## config.mk

```make
export PLATFORM = sky130hd
export DESIGN_NAME = pixel_fb_writer_flat
export DESIGN_NICKNAME = d
export VERILOG_FILES = /design/src/rtl/pixel_fb_if.sv /design/src/rtl/pixel_fb_writer.sv /design/src/flat_wrapper.sv
export SDC_FILE = /design/constraint.sdc
export NUM_CORES = 1
export LEC_CHECK = 0
export CORE_ASPECT_RATIO = 0.6
export CORE_UTILIZATION = 55
export DETAILED_ROUTE_END_ITERATION = 6
export PLACE_DENSITY = 0.74
export SETUP_SLACK_MARGIN = 0.5
export SLEW_MARGIN = 20
export SYNTH_ARGS = -nofsm -noshare
export SYNTH_HDL_FRONTEND = slang
export SYNTH_SLANG_ARGS = --single-unit
```

## constraint.sdc

```tcl
create_clock -name clk -period 6.8 [get_ports clk]
set_input_delay 2.04 -clock clk [delete_from_list [all_inputs] [get_ports clk]]
set_output_delay 2.04 -clock clk [all_outputs]
set_load 0.01 [all_outputs]
```

## src/rtl/pixel_fb_if.sv

```systemverilog
// Sprite pixel stream in, framebuffer write port out, plus clear control/status.
// The writer takes the slave side; whoever drives pixels and models memory takes the master side.
interface pixel_fb_if #(
   parameter int unsigned ADDR_W = 17
);
   logic              plot_in;
   logic [9:0]        x_in;
   logic [9:0]        y_in;
   logic [2:0]        color_in;
   logic              clear_req;
   logic [2:0]        clear_color;
   logic              fb_ready;
   logic              fb_we;
   logic [ADDR_W-1:0] fb_addr;
   logic [2:0]        fb_data;
   logic              busy;
   logic              clear_done;
   logic              overflow;

   modport master (
      output plot_in, x_in, y_in, color_in, clear_req, clear_color, fb_ready,
      input  fb_we, fb_addr, fb_data, busy, clear_done, overflow
   );

   modport slave (
      input  plot_in, x_in, y_in, color_in, clear_req, clear_color, fb_ready,
      output fb_we, fb_addr, fb_data, busy, clear_done, overflow
   );
endinterface

```

## src/rtl/pixel_fb_writer.sv

```systemverilog
// Clips/colour-keys sprite pixels, linearises them into a fall-through FIFO and drains
// them to a single-port framebuffer; a clear engine fills the screen between frames.
module pixel_fb_writer #(
   parameter int unsigned SCREEN_W   = 320,
   parameter int unsigned SCREEN_H   = 240,
   parameter int unsigned ADDR_W     = 17,
   parameter int unsigned FIFO_DEPTH = 8,
   parameter bit          KEY_EN     = 1'b1,
   parameter logic [2:0]  KEY_COLOR  = 3'b000
) (
   input  logic       clk,
   input  logic       reset_n,
   pixel_fb_if.slave  bus
);

   localparam int unsigned PTR_W = $clog2(FIFO_DEPTH);
   localparam int unsigned CNT_W = PTR_W + 1;
   localparam logic [CNT_W-1:0]  FULL_CNT  = CNT_W'(FIFO_DEPTH);
   localparam logic [ADDR_W-1:0] LAST_ADDR = ADDR_W'(SCREEN_W * SCREEN_H - 1);

   typedef enum logic {IDLE, CLEAR} state_e;

   state_e            state_q;
   logic [ADDR_W-1:0] clr_cnt_q;
   logic [2:0]        clr_col_q;
   logic              done_q;
   logic              ovf_q;

   logic              stg_vld_q;
   logic [ADDR_W-1:0] stg_addr_q;
   logic [2:0]        stg_col_q;

   logic [ADDR_W-1:0] fa_q [FIFO_DEPTH];
   logic [2:0]        fc_q [FIFO_DEPTH];
   logic [PTR_W-1:0]  wp_q, rp_q;
   logic [CNT_W-1:0]  cnt_q, cnt_d;

   logic              pix_ok, empty, full, flush, pop, push, wr;
   logic [ADDR_W-1:0] pix_addr;

   assign pix_ok = bus.plot_in
                && (32'(bus.x_in) < SCREEN_W)
                && (32'(bus.y_in) < SCREEN_H)
                && !(KEY_EN && (bus.color_in == KEY_COLOR));
   assign pix_addr = ADDR_W'(bus.y_in) * ADDR_W'(SCREEN_W) + ADDR_W'(bus.x_in);

   assign empty = (cnt_q == '0);
   assign full  = (cnt_q == FULL_CNT);
   // A clear request discards everything already queued, including the stage entry.
   assign flush = (state_q == IDLE) && bus.clear_req;
   assign pop   = (state_q == IDLE) && !empty && bus.fb_ready;
   assign push  = stg_vld_q && !flush;
   assign wr    = push && (!full || pop);

   always_comb begin
      cnt_d = cnt_q;
      unique case ({wr, pop})
         2'b10:   cnt_d = cnt_q + CNT_W'(1);
         2'b01:   cnt_d = cnt_q - CNT_W'(1);
         default: cnt_d = cnt_q;
      endcase
   end

   always_ff @(posedge clk or negedge reset_n) begin
      if (!reset_n) begin
         stg_vld_q  <= 1'b0;
         stg_addr_q <= '0;
         stg_col_q  <= '0;
      end else begin
         stg_vld_q <= pix_ok;
         if (pix_ok) begin
            stg_addr_q <= pix_addr;
            stg_col_q  <= bus.color_in;
         end
      end
   end

   always_ff @(posedge clk or negedge reset_n) begin
      if (!reset_n) begin
         wp_q  <= '0;
         rp_q  <= '0;
         cnt_q <= '0;
         ovf_q <= 1'b0;
      end else if (flush) begin
         wp_q  <= '0;
         rp_q  <= '0;
         cnt_q <= '0;
      end else begin
         if (wr)  wp_q <= wp_q + PTR_W'(1);
         if (pop) rp_q <= rp_q + PTR_W'(1);
         cnt_q <= cnt_d;
         if (push && !wr) ovf_q <= 1'b1;
      end
   end

   always_ff @(posedge clk) begin
      if (wr) begin
         fa_q[wp_q] <= stg_addr_q;
         fc_q[wp_q] <= stg_col_q;
      end
   end

   always_ff @(posedge clk or negedge reset_n) begin
      if (!reset_n) begin
         state_q   <= IDLE;
         clr_cnt_q <= '0;
         clr_col_q <= '0;
         done_q    <= 1'b0;
      end else begin
         done_q <= 1'b0;
         unique case (state_q)
            IDLE: if (bus.clear_req) begin
               state_q   <= CLEAR;
               clr_col_q <= bus.clear_color;
               clr_cnt_q <= '0;
            end
            CLEAR: if (bus.fb_ready) begin
               if (clr_cnt_q == LAST_ADDR) begin
                  state_q   <= IDLE;
                  done_q    <= 1'b1;
                  clr_cnt_q <= '0;
               end else begin
                  clr_cnt_q <= clr_cnt_q + ADDR_W'(1);
               end
            end
            default: state_q <= IDLE;
         endcase
      end
   end

   // Head is gated so the bus reads all-zero whenever nothing is being written.
   assign bus.busy       = (state_q == CLEAR);
   assign bus.fb_we      = bus.busy || !empty;
   assign bus.fb_addr    = bus.busy ? clr_cnt_q : (empty ? '0 : fa_q[rp_q]);
   assign bus.fb_data    = bus.busy ? clr_col_q : (empty ? '0 : fc_q[rp_q]);
   assign bus.clear_done = done_q;
   assign bus.overflow   = ovf_q;

endmodule

```

## src/flat_wrapper.sv

```systemverilog
// flat-port wrapper written by rule: the top's interface ports become plain ports
module pixel_fb_writer_flat 
#(
   parameter int unsigned SCREEN_W   = 320,
   parameter int unsigned SCREEN_H   = 240,
   parameter int unsigned ADDR_W     = 17,
   parameter int unsigned FIFO_DEPTH = 8,
   parameter bit          KEY_EN     = 1'b1,
   parameter logic [2:0]  KEY_COLOR  = 3'b000
)
  (clk, reset_n, bus_plot_in, bus_x_in, bus_y_in, bus_color_in, bus_clear_req, bus_clear_color, bus_fb_ready, bus_fb_we, bus_fb_addr, bus_fb_data, bus_busy, bus_clear_done, bus_overflow);
  pixel_fb_if #(.ADDR_W(ADDR_W)) bus_i ();
  input  logic clk;
  input  logic reset_n;
  input wire logic [$bits(bus_i.plot_in)-1:0] bus_plot_in;
  input wire logic [$bits(bus_i.x_in)-1:0] bus_x_in;
  input wire logic [$bits(bus_i.y_in)-1:0] bus_y_in;
  input wire logic [$bits(bus_i.color_in)-1:0] bus_color_in;
  input wire logic [$bits(bus_i.clear_req)-1:0] bus_clear_req;
  input wire logic [$bits(bus_i.clear_color)-1:0] bus_clear_color;
  input wire logic [$bits(bus_i.fb_ready)-1:0] bus_fb_ready;
  output wire logic [$bits(bus_i.fb_we)-1:0] bus_fb_we;
  output wire logic [$bits(bus_i.fb_addr)-1:0] bus_fb_addr;
  output wire logic [$bits(bus_i.fb_data)-1:0] bus_fb_data;
  output wire logic [$bits(bus_i.busy)-1:0] bus_busy;
  output wire logic [$bits(bus_i.clear_done)-1:0] bus_clear_done;
  output wire logic [$bits(bus_i.overflow)-1:0] bus_overflow;
  assign bus_i.plot_in = bus_plot_in;
  assign bus_i.x_in = bus_x_in;
  assign bus_i.y_in = bus_y_in;
  assign bus_i.color_in = bus_color_in;
  assign bus_i.clear_req = bus_clear_req;
  assign bus_i.clear_color = bus_clear_color;
  assign bus_i.fb_ready = bus_fb_ready;
  assign bus_fb_we = bus_i.fb_we;
  assign bus_fb_addr = bus_i.fb_addr;
  assign bus_fb_data = bus_i.fb_data;
  assign bus_busy = bus_i.busy;
  assign bus_clear_done = bus_i.clear_done;
  assign bus_overflow = bus_i.overflow;
  pixel_fb_writer #(.SCREEN_W(SCREEN_W), .SCREEN_H(SCREEN_H), .ADDR_W(ADDR_W), .FIFO_DEPTH(FIFO_DEPTH), .KEY_EN(KEY_EN), .KEY_COLOR(KEY_COLOR)) u_core (.clk(clk), .reset_n(reset_n), .bus(bus_i));
endmodule
```

==> metrics.txt <==
most frequent cells in the layout 160 x edfxtp_1, 93 x nand2_1, 53 x clkdlybuf4s50_1, 53 x dfrtp_1, 51 x o21ai_0; Overall Global Routing Usage between 20% and 30%; final hold vios 0; CTS sink cnt between 200 and 250; largest family of logic cells by synthesized area multiplexers; Leak Pwr 0.00393 uW; via-per-instance ratio 5.97; ys flop type edfxtp_1; Worst-path clk slew 70 ps; DRC Markers 0; cell depth of the worst flop-to-flop path 9; DRT iter0 DRCs 507; Antenna Cells 0; Die Span X about 170 microns; fin. max-slew vios 0; Critical Path Start Type register; Setup Skew 18.6 ps; Syn Inst Count between 600 and 700; setup TNS 0 ps; Hold-fix buffers, CTS 0; via count approximately 5700; Synth Net Count roughly 710; Hold Crit Class reg2reg; CTS root buf clkbuf_16; fraction of synthesized area in multiplexers between 10% and 20%; crit path capture type output port; placed wire-length estimate roughly 13000 microns; die area 0.0179 sq mm; area added between synthesis and finish 15.1%; Arrival @ worst endpoint 3080 ps; Post-Synth Adder-Cell Area under 10%; CTS tree done; Post-Synth XOR/XNOR Area ~1.7%; Period minus WS final 5120 ps; Max-cap violations 0; Synth warnings 0; count of state elements after synthesis around 210; H-tree levels 1; Power Total between 3000 and 4000 uW; routed wire length a little over 20000 microns; ys async rst share between 20% and 30%; status finished, final reports clean; final instance area 0.0110 sq mm; Setup Fix Bufs, Post-CTS 0; Clock Latency Late Sink about 510 ps; CP Max Fanout 33; worst-margin pin slew around 1100 ps; Hold Crit Depth 1; Layout Nets about 770; wire length per cell approximately 21 microns; Post-Synth Simple-Gate Area 9.01%; initial antenna violation count 0; Unique masters post-synth 66; worst hold margin between 400 and 500 ps; first-pass GRT wire length 32500 microns; num ports 55; initial core utilization ~57%; global route overflow 0; core area roughly 0.017 sq mm; PostCTS Resize Cnt 0; Die Span Y a little over 100 microns; Rows 36; endpoints failing setup 0; largest net degree at the start of global routing 55; Post-Syn Area between 0.009 and 0.01 sq mm; count of flip-flops with a built-in enable after synthesis between 150 and 200; Worst Setup Path Type reg2out; VDD IR max approximately 0.21 mV; Post-DRT Antenna Nets 0; ratio of final minimum period to clock period around three quarters; Seq/Total Area, Yosys around 65%; RSZ-0062 raised after global routing false; commonest non-fill, non-tap cell in the layout edfxtp_1; layout cells sized above 1 between 10% and 20%; Critical Path RT ~4800 ps; Synth Area in Compound Gates 6.91%; CTS Buf Count 20; Pre-antenna DRT Iters 6; fmax 195 MHz; worst reg-to-reg setup slack ~3800 ps; slew margin rel. a little under a quarter; Core Util, Final between 60% and 70%; vias in the first global route roughly 5600; Syn Area/Cell between 10 and 15 sq um; CTS max path bufs 3; RePlAce Congestion 0.843; port buffer count 54; Area after DPL approximately 0.010 sq mm; power density cells 292 mW/mm^2
## cells in the mapped netlist, types with 2 or more instances
cell type	instances	area [sq um]
fa_1	3	60.1
a22o_1	2	17.5
a211oi_2	2	25.0
nor3_1	7	35.0
nand3_1	6	30.0
o21ai_0	51	255
o31ai_1	4	30.0
o21ai_1	4	20.0
and2_1	2	12.5
nand4_1	3	18.8
edfxtp_1	160	4800
a211oi_1	2	15.0
nor2_1	35	131
nor2b_1	7	43.8
a31oi_1	5	31.3
xor2_1	12	105
nand3_2	2	20.0
a2111oi_0	2	17.5
nor4_1	3	18.8
nand2b_1	4	25.0
ha_1	24	300
and3_1	4	25.0
or3_1	2	12.5
a21oi_1	8	40.0
mux4_2	40	901
dfrtp_1	54	1350
inv_1	9	33.8
mux2i_1	24	240
buf_2	7	35.0
mux2_1	2	22.5
xnor2_1	7	61.3
clkbuf_1	14	52.6
nor3b_1	2	15.0
nand2_1	93	349
a31o_2	2	17.5
a21o_1	4	30.0
buf_1	6	22.5
## critical path, stage by stage (launching register included)
cell and delay, ps:
dfrtp_4 840, buf_4 350, mux4_2 540, mux2i_1 180
o21ai_0 110, clkdlybuf4s50_1 530
## worst paths after layout
path / start / end
setup / recovery: u_core.rp_q[0]$_DFFE_PN0P_ / bus_fb_addr[5]
hold / removal: u_core.bus.overflow$_DFFE_PN0P_ / u_core.bus.overflow$_DFFE_PN0P_
setup reg to reg: u_core.bus.busy$_DFF_PN0_ / u_core.cnt_q[3]$_DFFE_PN0P_
hold reg to reg: u_core.bus.overflow$_DFFE_PN0P_ / u_core.bus.overflow$_DFFE_PN0P_
max in group asynchronous: reset_n / u_core.rp_q[0]$_DFFE_PN0P_
min in group asynchronous: reset_n / u_core.cnt_q[1]$_DFFE_PN0P_
## report_power, final
part | leakage (uW) | internal [uW] | switching [uW] | total (uW)
clock | 0.000294 | 590 | 481 | 1070
sequential | 0.00216 | 1560 | 154 | 1710
combinational | 0.00147 | 217 | 204 | 421
## layer usage
metal | track usage [%] | routed length, microns | vias up
li1 | - | - | 2588
met1 | 36.5 | 9330 | 2849
met2 | 36.2 | 9390 | 196
met3 | 3.92 | 1180 | 36
met4 | 7.08 | 471 | 0
met5 | 0 | 0 | -
## layout make-up
class,instances,area (sq um)
Timing Repair Buffer,67,633
Tap cell,228,285
Clock inverter,9,92.6
Inverter,9,33.8
Sequential cell,214,6160
Multi-Input combinational cell,395,3230
Clock buffer,27,527
Fill cell,1198,5610
## metrics by stage
step                setup slack (ps)  instances
global placement                1910        913
global route                    1440        949
finish                          1680        949
CTS                             1310        949
floorplan                       2240        647
detailed placement              1800        913
## registers in the layout (all words and copies together), names as in the netlist
name and cells:
u_core.fa_q 136, u_core.fc_q 24, u_core.clr_cnt_q 17, u_core.stg_addr_q 17, u_core.cnt_q 4, u_core.clr_col_q 3, u_core.rp_q 3, u_core.stg_col_q 3
u_core.wp_q 3, u_core.bus.busy 1, u_core.bus.clear_done 1, u_core.bus.overflow 1, u_core.stg_vld_q 1
## cells by family after synthesis
logic type / count (synthesis)
muxes: 66
and+or+nand+nor: 182
buffers and inverters: 38
adders and majority gates: 27
DFF: 214
xor gates and xnor gates: 19
AOI/OAI and AO/OA: 101
No activity file was read; power rests on OpenSTA's default activity.
